===== config.mk =====
export PLATFORM = sky130hd
export DESIGN_NAME = queen_job_scheduler_flat
export DESIGN_NICKNAME = d
export VERILOG_FILES = /design/src/rtl/queen_job_scheduler_if.sv /design/src/rtl/queen_job_scheduler.sv /design/src/flat_wrapper.sv
export SDC_FILE = /design/constraint.sdc
export NUM_CORES = 1
export LEC_CHECK = 0
export ABC_CLOCK_PERIOD_IN_PS = 10500
export CORE_ASPECT_RATIO = 0.9
export CORE_MARGIN = 2
export CORE_UTILIZATION = 50
export DETAILED_ROUTE_END_ITERATION = 6
export DONT_BUFFER_PORTS = 1
export PLACE_DENSITY_LB_ADDON = 0.05
export SYNTH_ARGS = -nofsm -noshare
export SYNTH_HDL_FRONTEND = slang
export SYNTH_SLANG_ARGS = --single-unit

===== constraint.sdc =====
create_clock -name clk -period 10.5 [get_ports clk]
set_clock_uncertainty 0.2 [all_clocks]
set_input_delay 2.1 -clock clk [delete_from_list [all_inputs] [get_ports clk]]
set_output_delay 2.1 -clock clk [all_outputs]
set_load 0.03 [all_outputs]

===== src/rtl/queen_job_scheduler_if.sv =====
// ---------------------------------------------------------------------------
// queen_job_scheduler_if
//
// Groups every signal between the shared 8-queens scheduler and its
// environment: requesters, the solver, and the response consumer.
//
//   req        requester -> scheduler  per-requester job request (level)
//   req_seed   requester -> scheduler  row-1 seed per requester, 8 bits each
//   grant      scheduler -> requester  one-cycle one-hot grant pulse
//   busy       scheduler -> requester  high from grant through response accept
//   solv_start scheduler -> solver     START
//   solv_rst   scheduler -> solver     one-cycle reset pulse on timeout
//   solv_seed  scheduler -> solver     latched row-1 seed (reg1Bus)
//   solv_ready solver -> scheduler     READY
//   solv_rows  solver -> scheduler     eight row registers, row k at [8k-1:8k-8]
//   rsp_valid  scheduler -> consumer   response valid
//   rsp_ready  consumer -> scheduler   response accepted
//   rsp_id     scheduler -> consumer   index of the served requester
//   rsp_rows   scheduler -> consumer   captured rows (zero on error)
//   rsp_err    scheduler -> consumer   00 ok, 01 bad seed, 10 timeout, 11 bad result
//
// master: the scheduler side.  slave: the environment side.
// ---------------------------------------------------------------------------
interface queen_job_scheduler_if #(
    parameter int NREQ = 4
);
    logic [NREQ-1:0]   req;
    logic [8*NREQ-1:0] req_seed;
    logic [NREQ-1:0]   grant;
    logic              busy;
    logic              solv_start;
    logic              solv_rst;
    logic [7:0]        solv_seed;
    logic              solv_ready;
    logic [63:0]       solv_rows;
    logic              rsp_valid;
    logic              rsp_ready;
    logic [2:0]        rsp_id;
    logic [63:0]       rsp_rows;
    logic [1:0]        rsp_err;

    modport master (
        input  req, req_seed, solv_ready, solv_rows, rsp_ready,
        output grant, busy, solv_start, solv_rst, solv_seed,
               rsp_valid, rsp_id, rsp_rows, rsp_err
    );

    modport slave (
        output req, req_seed, solv_ready, solv_rows, rsp_ready,
        input  grant, busy, solv_start, solv_rst, solv_seed,
               rsp_valid, rsp_id, rsp_rows, rsp_err
    );
endinterface


===== src/rtl/queen_job_scheduler.sv =====
// ---------------------------------------------------------------------------
// queen_job_scheduler
//
// Shares one 8-queens solver between NREQ requesters. A round-robin arbiter
// picks a requester, the seed is validated, the solver START/READY handshake
// is sequenced, and the solver's eight rows are checked and returned on a
// valid/ready response channel tagged with the requester id and an error
// code. A solver that never finishes is recovered with a solv_rst pulse.
//
// Ports:
//   clk   clock
//   rst   asynchronous, active-high reset
//   bus   queen_job_scheduler_if.master (requests, solver, response)
//
// Parameters:
//   NREQ          number of requesters (2..8)
//   START_CYCLES  cycles solv_start is held high (>= 1)
//   TIMEOUT       max cycles from start release to solv_ready rising again
// ---------------------------------------------------------------------------
module queen_job_scheduler #(
    parameter int NREQ         = 4,
    parameter int START_CYCLES = 2,
    parameter int TIMEOUT      = 4095
) (
    input  logic                    clk,
    input  logic                    rst,
    queen_job_scheduler_if.master   bus
);

    typedef enum logic [2:0] {
        S_IDLE,
        S_CHECK,
        S_START,
        S_WAIT_BUSY,
        S_WAIT_DONE,
        S_CAPTURE,
        S_RESP
    } state_t;

    localparam logic [1:0] ERR_OK      = 2'b00;
    localparam logic [1:0] ERR_SEED    = 2'b01;
    localparam logic [1:0] ERR_TIMEOUT = 2'b10;
    localparam logic [1:0] ERR_RESULT  = 2'b11;

    localparam int TMR_W = $clog2(TIMEOUT + 1);
    localparam int STC_W = $clog2(START_CYCLES + 1);

    localparam logic [TMR_W-1:0] TMR_LAST = TMR_W'(TIMEOUT - 1);
    localparam logic [TMR_W-1:0] TMR_MAX  = TMR_W'(TIMEOUT);
    localparam logic [STC_W-1:0] STC_LAST = STC_W'(START_CYCLES - 1);
    localparam logic [2:0]       ID_LAST  = 3'(NREQ - 1);

    state_t           state;
    logic [2:0]       rr_ptr;
    logic [TMR_W-1:0] timer;
    logic [STC_W-1:0] start_cnt;

    logic [2:0]       winner;
    logic             found;
    logic             rows_ok;

    function automatic logic is_onehot(input logic [7:0] v);
        return (v != 8'd0) && ((v & (v - 8'd1)) == 8'd0);
    endfunction

    // Round-robin search starting at rr_ptr, wrapping modulo NREQ.
    // NOTE: every variable gets a default before the loop so no path leaves
    // it unassigned; otherwise synthesis infers a latch.
    always_comb begin
        int idx;
        winner = '0;
        found  = 1'b0;
        idx    = 0;
        for (int i = 0; i < NREQ; i++) begin
            idx = int'(rr_ptr) + i;
            if (idx >= NREQ) begin
                idx = idx - NREQ;
            end
            if (!found && bus.req[idx]) begin
                found  = 1'b1;
                winner = 3'(idx);
            end
        end
    end

    // A result is accepted only if every row holds exactly one queen and
    // row 1 still carries the seed the job was started with.
    always_comb begin
        rows_ok = (bus.solv_rows[7:0] == bus.solv_seed);
        for (int k = 0; k < 8; k++) begin
            if (!is_onehot(bus.solv_rows[8*k +: 8])) begin
                rows_ok = 1'b0;
            end
        end
    end

    // NOTE: sequential state uses non-blocking assignments so every register
    // samples pre-edge values regardless of statement order.
    always_ff @(posedge clk or posedge rst) begin
        if (rst) begin
            state          <= S_IDLE;
            rr_ptr         <= '0;
            timer          <= '0;
            start_cnt      <= '0;
            bus.grant      <= '0;
            bus.busy       <= 1'b0;
            bus.solv_start <= 1'b0;
            bus.solv_rst   <= 1'b0;
            bus.solv_seed  <= '0;
            bus.rsp_valid  <= 1'b0;
            bus.rsp_id     <= '0;
            bus.rsp_rows   <= '0;
            bus.rsp_err    <= ERR_OK;
        end else begin
            // Pulse outputs: high for a single cycle when set below.
            bus.grant    <= '0;
            bus.solv_rst <= 1'b0;

            case (state)
                S_IDLE: begin
                    if (found) begin
                        bus.grant     <= NREQ'(1) << winner;
                        bus.solv_seed <= bus.req_seed[8*winner +: 8];
                        bus.rsp_id    <= winner;
                        bus.busy      <= 1'b1;
                        state         <= S_CHECK;
                    end
                end

                S_CHECK: begin
                    if (!is_onehot(bus.solv_seed)) begin
                        // Bad seed: the solver is never started.
                        bus.rsp_err   <= ERR_SEED;
                        bus.rsp_rows  <= '0;
                        bus.rsp_valid <= 1'b1;
                        state         <= S_RESP;
                    end else begin
                        bus.solv_start <= 1'b1;
                        start_cnt      <= '0;
                        state          <= S_START;
                    end
                end

                S_START: begin
                    if (start_cnt == STC_LAST) begin
                        bus.solv_start <= 1'b0;
                        timer          <= '0;
                        state          <= S_WAIT_BUSY;
                    end else begin
                        start_cnt <= start_cnt + 1'b1;
                    end
                end

                S_WAIT_BUSY, S_WAIT_DONE: begin
                    // Timeout is tested first so it wins over a READY rising
                    // on the same cycle. Leaving here at TIMEOUT is what keeps
                    // the timer saturated rather than wrapping.
                    if (timer == TMR_LAST) begin
                        timer         <= TMR_MAX;
                        bus.solv_rst  <= 1'b1;
                        bus.rsp_err   <= ERR_TIMEOUT;
                        bus.rsp_rows  <= '0;
                        bus.rsp_valid <= 1'b1;
                        state         <= S_RESP;
                    end else begin
                        timer <= timer + 1'b1;
                        if (state == S_WAIT_BUSY && !bus.solv_ready) begin
                            state <= S_WAIT_DONE;
                        end else if (state == S_WAIT_DONE && bus.solv_ready) begin
                            state <= S_CAPTURE;
                        end
                    end
                end

                S_CAPTURE: begin
                    if (rows_ok) begin
                        bus.rsp_rows <= bus.solv_rows;
                        bus.rsp_err  <= ERR_OK;
                    end else begin
                        bus.rsp_rows <= '0;
                        bus.rsp_err  <= ERR_RESULT;
                    end
                    bus.rsp_valid <= 1'b1;
                    state         <= S_RESP;
                end

                S_RESP: begin
                    if (bus.rsp_ready) begin
                        bus.rsp_valid <= 1'b0;
                        bus.busy      <= 1'b0;
                        rr_ptr        <= (bus.rsp_id == ID_LAST) ? 3'd0 : bus.rsp_id + 3'd1;
                        state         <= S_IDLE;
                    end
                end

                default: state <= S_IDLE;
            endcase
        end
    end

endmodule


===== src/flat_wrapper.sv =====
// flat-port wrapper written by rule: the top's interface ports become plain ports
module queen_job_scheduler_flat 
#(
    parameter int NREQ         = 4,
    parameter int START_CYCLES = 2,
    parameter int TIMEOUT      = 4095
)
  (clk, rst, bus_req, bus_req_seed, bus_solv_ready, bus_solv_rows, bus_rsp_ready, bus_grant, bus_busy, bus_solv_start, bus_solv_rst, bus_solv_seed, bus_rsp_valid, bus_rsp_id, bus_rsp_rows, bus_rsp_err);
  queen_job_scheduler_if #(.NREQ(NREQ)) bus_i ();
  input  logic clk;
  input  logic rst;
  input wire logic [$bits(bus_i.req)-1:0] bus_req;
  input wire logic [$bits(bus_i.req_seed)-1:0] bus_req_seed;
  input wire logic [$bits(bus_i.solv_ready)-1:0] bus_solv_ready;
  input wire logic [$bits(bus_i.solv_rows)-1:0] bus_solv_rows;
  input wire logic [$bits(bus_i.rsp_ready)-1:0] bus_rsp_ready;
  output wire logic [$bits(bus_i.grant)-1:0] bus_grant;
  output wire logic [$bits(bus_i.busy)-1:0] bus_busy;
  output wire logic [$bits(bus_i.solv_start)-1:0] bus_solv_start;
  output wire logic [$bits(bus_i.solv_rst)-1:0] bus_solv_rst;
  output wire logic [$bits(bus_i.solv_seed)-1:0] bus_solv_seed;
  output wire logic [$bits(bus_i.rsp_valid)-1:0] bus_rsp_valid;
  output wire logic [$bits(bus_i.rsp_id)-1:0] bus_rsp_id;
  output wire logic [$bits(bus_i.rsp_rows)-1:0] bus_rsp_rows;
  output wire logic [$bits(bus_i.rsp_err)-1:0] bus_rsp_err;
  assign bus_i.req = bus_req;
  assign bus_i.req_seed = bus_req_seed;
  assign bus_i.solv_ready = bus_solv_ready;
  assign bus_i.solv_rows = bus_solv_rows;
  assign bus_i.rsp_ready = bus_rsp_ready;
  assign bus_grant = bus_i.grant;
  assign bus_busy = bus_i.busy;
  assign bus_solv_start = bus_i.solv_start;
  assign bus_solv_rst = bus_i.solv_rst;
  assign bus_solv_seed = bus_i.solv_seed;
  assign bus_rsp_valid = bus_i.rsp_valid;
  assign bus_rsp_id = bus_i.rsp_id;
  assign bus_rsp_rows = bus_i.rsp_rows;
  assign bus_rsp_err = bus_i.rsp_err;
  queen_job_scheduler #(.NREQ(NREQ), .START_CYCLES(START_CYCLES), .TIMEOUT(TIMEOUT)) u_core (.clk(clk), .rst(rst), .bus(bus_i));
endmodule

==> flow_summary.json <==
{
  "status": "finished, final reports clean",
  "die-area_sq_mm": 0.0144,
  "cp-end-kind": "register",
  "via_per_inst": 6.48,
  "power.leakage_nw": 3.03,
  "synth_top_area_share": 0.392,
  "synthFlopType": "dfrtp_1",
  "drive_above_1_share": 0.119,
  "wire_per_inst_um": 22.3,
  "boundaryPins": 189,
  "synth_edf_count": 0,
  "crit_path_start": "bus_req[0]",
  "cts-root-buf": "clkbuf_16",
  "cp-start-kind": "input pin",
  "h-tree-depth": 3,
  "async_reset_ff_frac": 1.00,
  "syn_inst": 702,
  "io_buffers": 0,
  "grt_pass1_vias": 5263,
  "fin_crit_sh": 0.414,
  "drt_first_pass_iters": 5,
  "antenna_cells": 0,
  "start_util": 0.508,
  "crit_type": "input pin to register",
  "die_w_um": 126,
  "r2r-end": "u_core.bus.solv_seed[6]",
  "rrSetupSlack_ns": 6.29,
  "period_minus_slack_ns": 4.35,
  "grt_overflow": 0,
  "worst_skew_pair.late_latency_ns": 0.36,
  "clk_pin_slew_worst_paths_ns": 0.07,
  "dp_cells": 832,
  "synth_nets": 817,
  "synth_area_sq_mm": 0.00671,
  "clock_path_buffers": 2,
  "seq_area_frac_synth": 0.392,
  "design_area_sq_mm": 0.00706,
  "netlist_top_cells_area": "dfrtp_1 (39%), o2bb2ai_2 (11%), inv_1 (4.6%)",
  "grt_pass1_wl_mm": 29.7,
  "yosysUniqueCellTypes": 66,
  "hp-class": "register to register",
  "dr_total_vias": 5491,
  "finalSetupViolCount": 0,
  "core-area_sq_mm": 0.0132,
  "hold_viol": 0,
  "tns_ns": 0,
  "crit_arrival_ns": 4.40,
  "grt_antenna_before_repair": 0,
  "die_h_um": 114,
  "endpoint": "u_core.bus.solv_seed[0]",
  "placed_cell_area_sq_mm": 0.00675,
  "p_per_area_mw_per_mm2": 218,
  "drv_slew": 0,
  "reg2reg_depth": 8,
  "ys_ff_latch": 105,
  "cts_buffers": 9,
  "cts-resized-gates": 0,
  "regToRegStartpoint": "u_core.rr_ptr[0]",
  "clock.fmax_ghz": 0.230,
  "place_congestion": 0.853,
  "synth_top_cell_by_area": "dfrtp_1",
  "num-nets-final": 790,
  "syn_area_per_cell_sq_um": 9.56,
  "grt_max_degree": 66,
  "postCtsHoldBufs": 0,
  "worstPathRequired_ns": 10.55,
  "drc": 0,
  "rsz0062_at_grt": "no",
  "max-vdd-ir-drop_mv": 0.101,
  "stdcell_count": 848,
  "wl_mm": 18.9,
  "ant_nets": 0,
  "maxCapViolCount": 0,
  "cp_max_fo": 13,
  "dp_hpwl_mm": 14.0,
  "yosysWarnings": 0,
  "cts_tree": "yes",
  "cts.sinks": 105,
  "syn_to_final_growth_pct": 5.15,
  "slew_headroom": 0.261,
  "tightest_slew_ns": 1.10,
  "grt.total_usage": 0.265,
  "cts_setup_buffers": 0,
  "drtIter0Drc": 578,
  "fp-row-count": 40
}
Yosys cell counts, types with 10 or more instances:
library cell  count
clkbuf_1         28
mux2i_1          13
and3_1           18
nand2_1          48
a211oi_1         10
ha_1             11
a2111oi_0        13
and2_1           19
nor2_1           24
nor3_1           15
dfrtp_1         105
nor4b_1          13
o21ai_0          44
o2bb2ai_2        50
a21oi_1          27
o2bb2ai_1        15
inv_1            82
or4_1            10
critical path: stages:
cell and delay (ns):
nor2_1 0.18, and4b_1 0.34, nor3_1 0.81, a21o_1 0.47, a2111oi_0 0.19, a211oi_1 0.31
layout by cell type, fill, tap and decap left out, types with 3 or more instances in the layout:
master	count
a2111oi_0	13
a211o_1	4
a211oi_1	10
a21o_1	4
a21oi_1	27
a221oi_1	7
a22o_1	8
a22oi_1	5
a31oi_1	4
and2_1	18
and3_1	18
buf_4	5
clkbuf_16	9
dfrtp_1	105
ha_1	11
inv_1	81
inv_6	4
mux2i_1	13
nand2_1	48
nand2b_1	9
nand3_1	9
nand4_1	6
nor2_1	24
nor3_1	15
nor3b_1	4
nor4_1	7
nor4b_1	13
o2111ai_1	4
o211ai_1	3
o21a_1	3
o21ai_0	44
o22ai_1	4
o2bb2ai_1	15
o2bb2ai_2	50
o31ai_1	8
or3_1	6
or4_1	10
xnor2_1	7
xor2_1	3
cell type report:
class	count	area, sq um
Sequential cell	105	2630
Inverter	83	314
Clock inverter	6	72.6
Timing Repair Buffer	5	37.5
Tap cell	168	210
Fill cell	1229	6160
Clock buffer	10	229
Multi-Input combinational cell	471	3560
routing by layer:
metal | wire length (um) | part of all wire | track usage
met4 | 286 | 0.015 | 0.0586
met1 | 8530 | 0.45 | 0.374
met5 | 0 | 0 | 0
met2 | 8230 | 0.43 | 0.387
met3 | 1890 | 0.10 | 0.102
how the worst min path moves through the flow:
| stage | startpoint | endpoint | slack, ns | depth (start not counted) |
|---|---|---|---|---|
| final | u_core.timer[5] | u_core.timer[5] | 0.35 | 2 |
| after global routing | u_core.timer[8] | u_core.timer[8] | 0.37 | 1 |
| after CTS | u_core.timer[5] | u_core.timer[5] | 0.36 | 2 |
| after detailed placement | u_core.timer[5] | u_core.timer[5] | 0.34 | 2 |
| after global placement | u_core.timer[9] | u_core.timer[9] | 0.31 | 2 |
| after floorplan | u_core.timer[9] | u_core.timer[9] | 0.28 | 2 |
state kept, by name, indices dropped and copies added, names as in the netlist:
signal,flops
u_core.bus.rsp_id,3
u_core.bus.rsp_err,2
u_core.bus.rsp_rows,64
u_core.state,3
u_core.rr_ptr,3
u_core.bus.solv_seed,8
u_core.start_cnt,2
u_core.bus.grant,4
u_core.timer,12
u_core.bus.busy,1
u_core.bus.solv_start,1
u_core.bus.solv_rst,1
u_core.bus.rsp_valid,1
per-stage QoR:
step,power (mW),hold slack [ns],setup slack [ns],util
2_1_floorplan,1.06,0.281,5.44,-
3_3_place_gp,1.17,0.307,5.82,0.511
3_5_place_dp,1.19,0.339,5.79,0.511
4_1_cts,1.54,0.357,6.17,0.534
5_1_grt,1.64,0.373,5.91,0.534
6_report,1.54,0.354,6.15,0.534
power breakdown:
part,switching (mW),internal (mW)
sequential,0.140,0.449
clock,0.167,0.189
combinational,0.369,0.222
total,0.677,0.860
kinds of logic (layout without fill, tap and decap cells):
logic type / count (synthesis) / in the layout / synth area share
xor gates and xnor gates: 10 / 10 / 0.0131
and+or+nand+nor: 201 / 201 / 0.168
DFF: 105 / 105 / 0.392
muxes: 15 / 15 / 0.0227
AOI/OAI and AO/OA: 232 / 232 / 0.303
adders and majority gates: 13 / 13 / 0.0235
buffers and inverters: 126 / 104 / 0.0776
(Power assumes the default switching activity.)
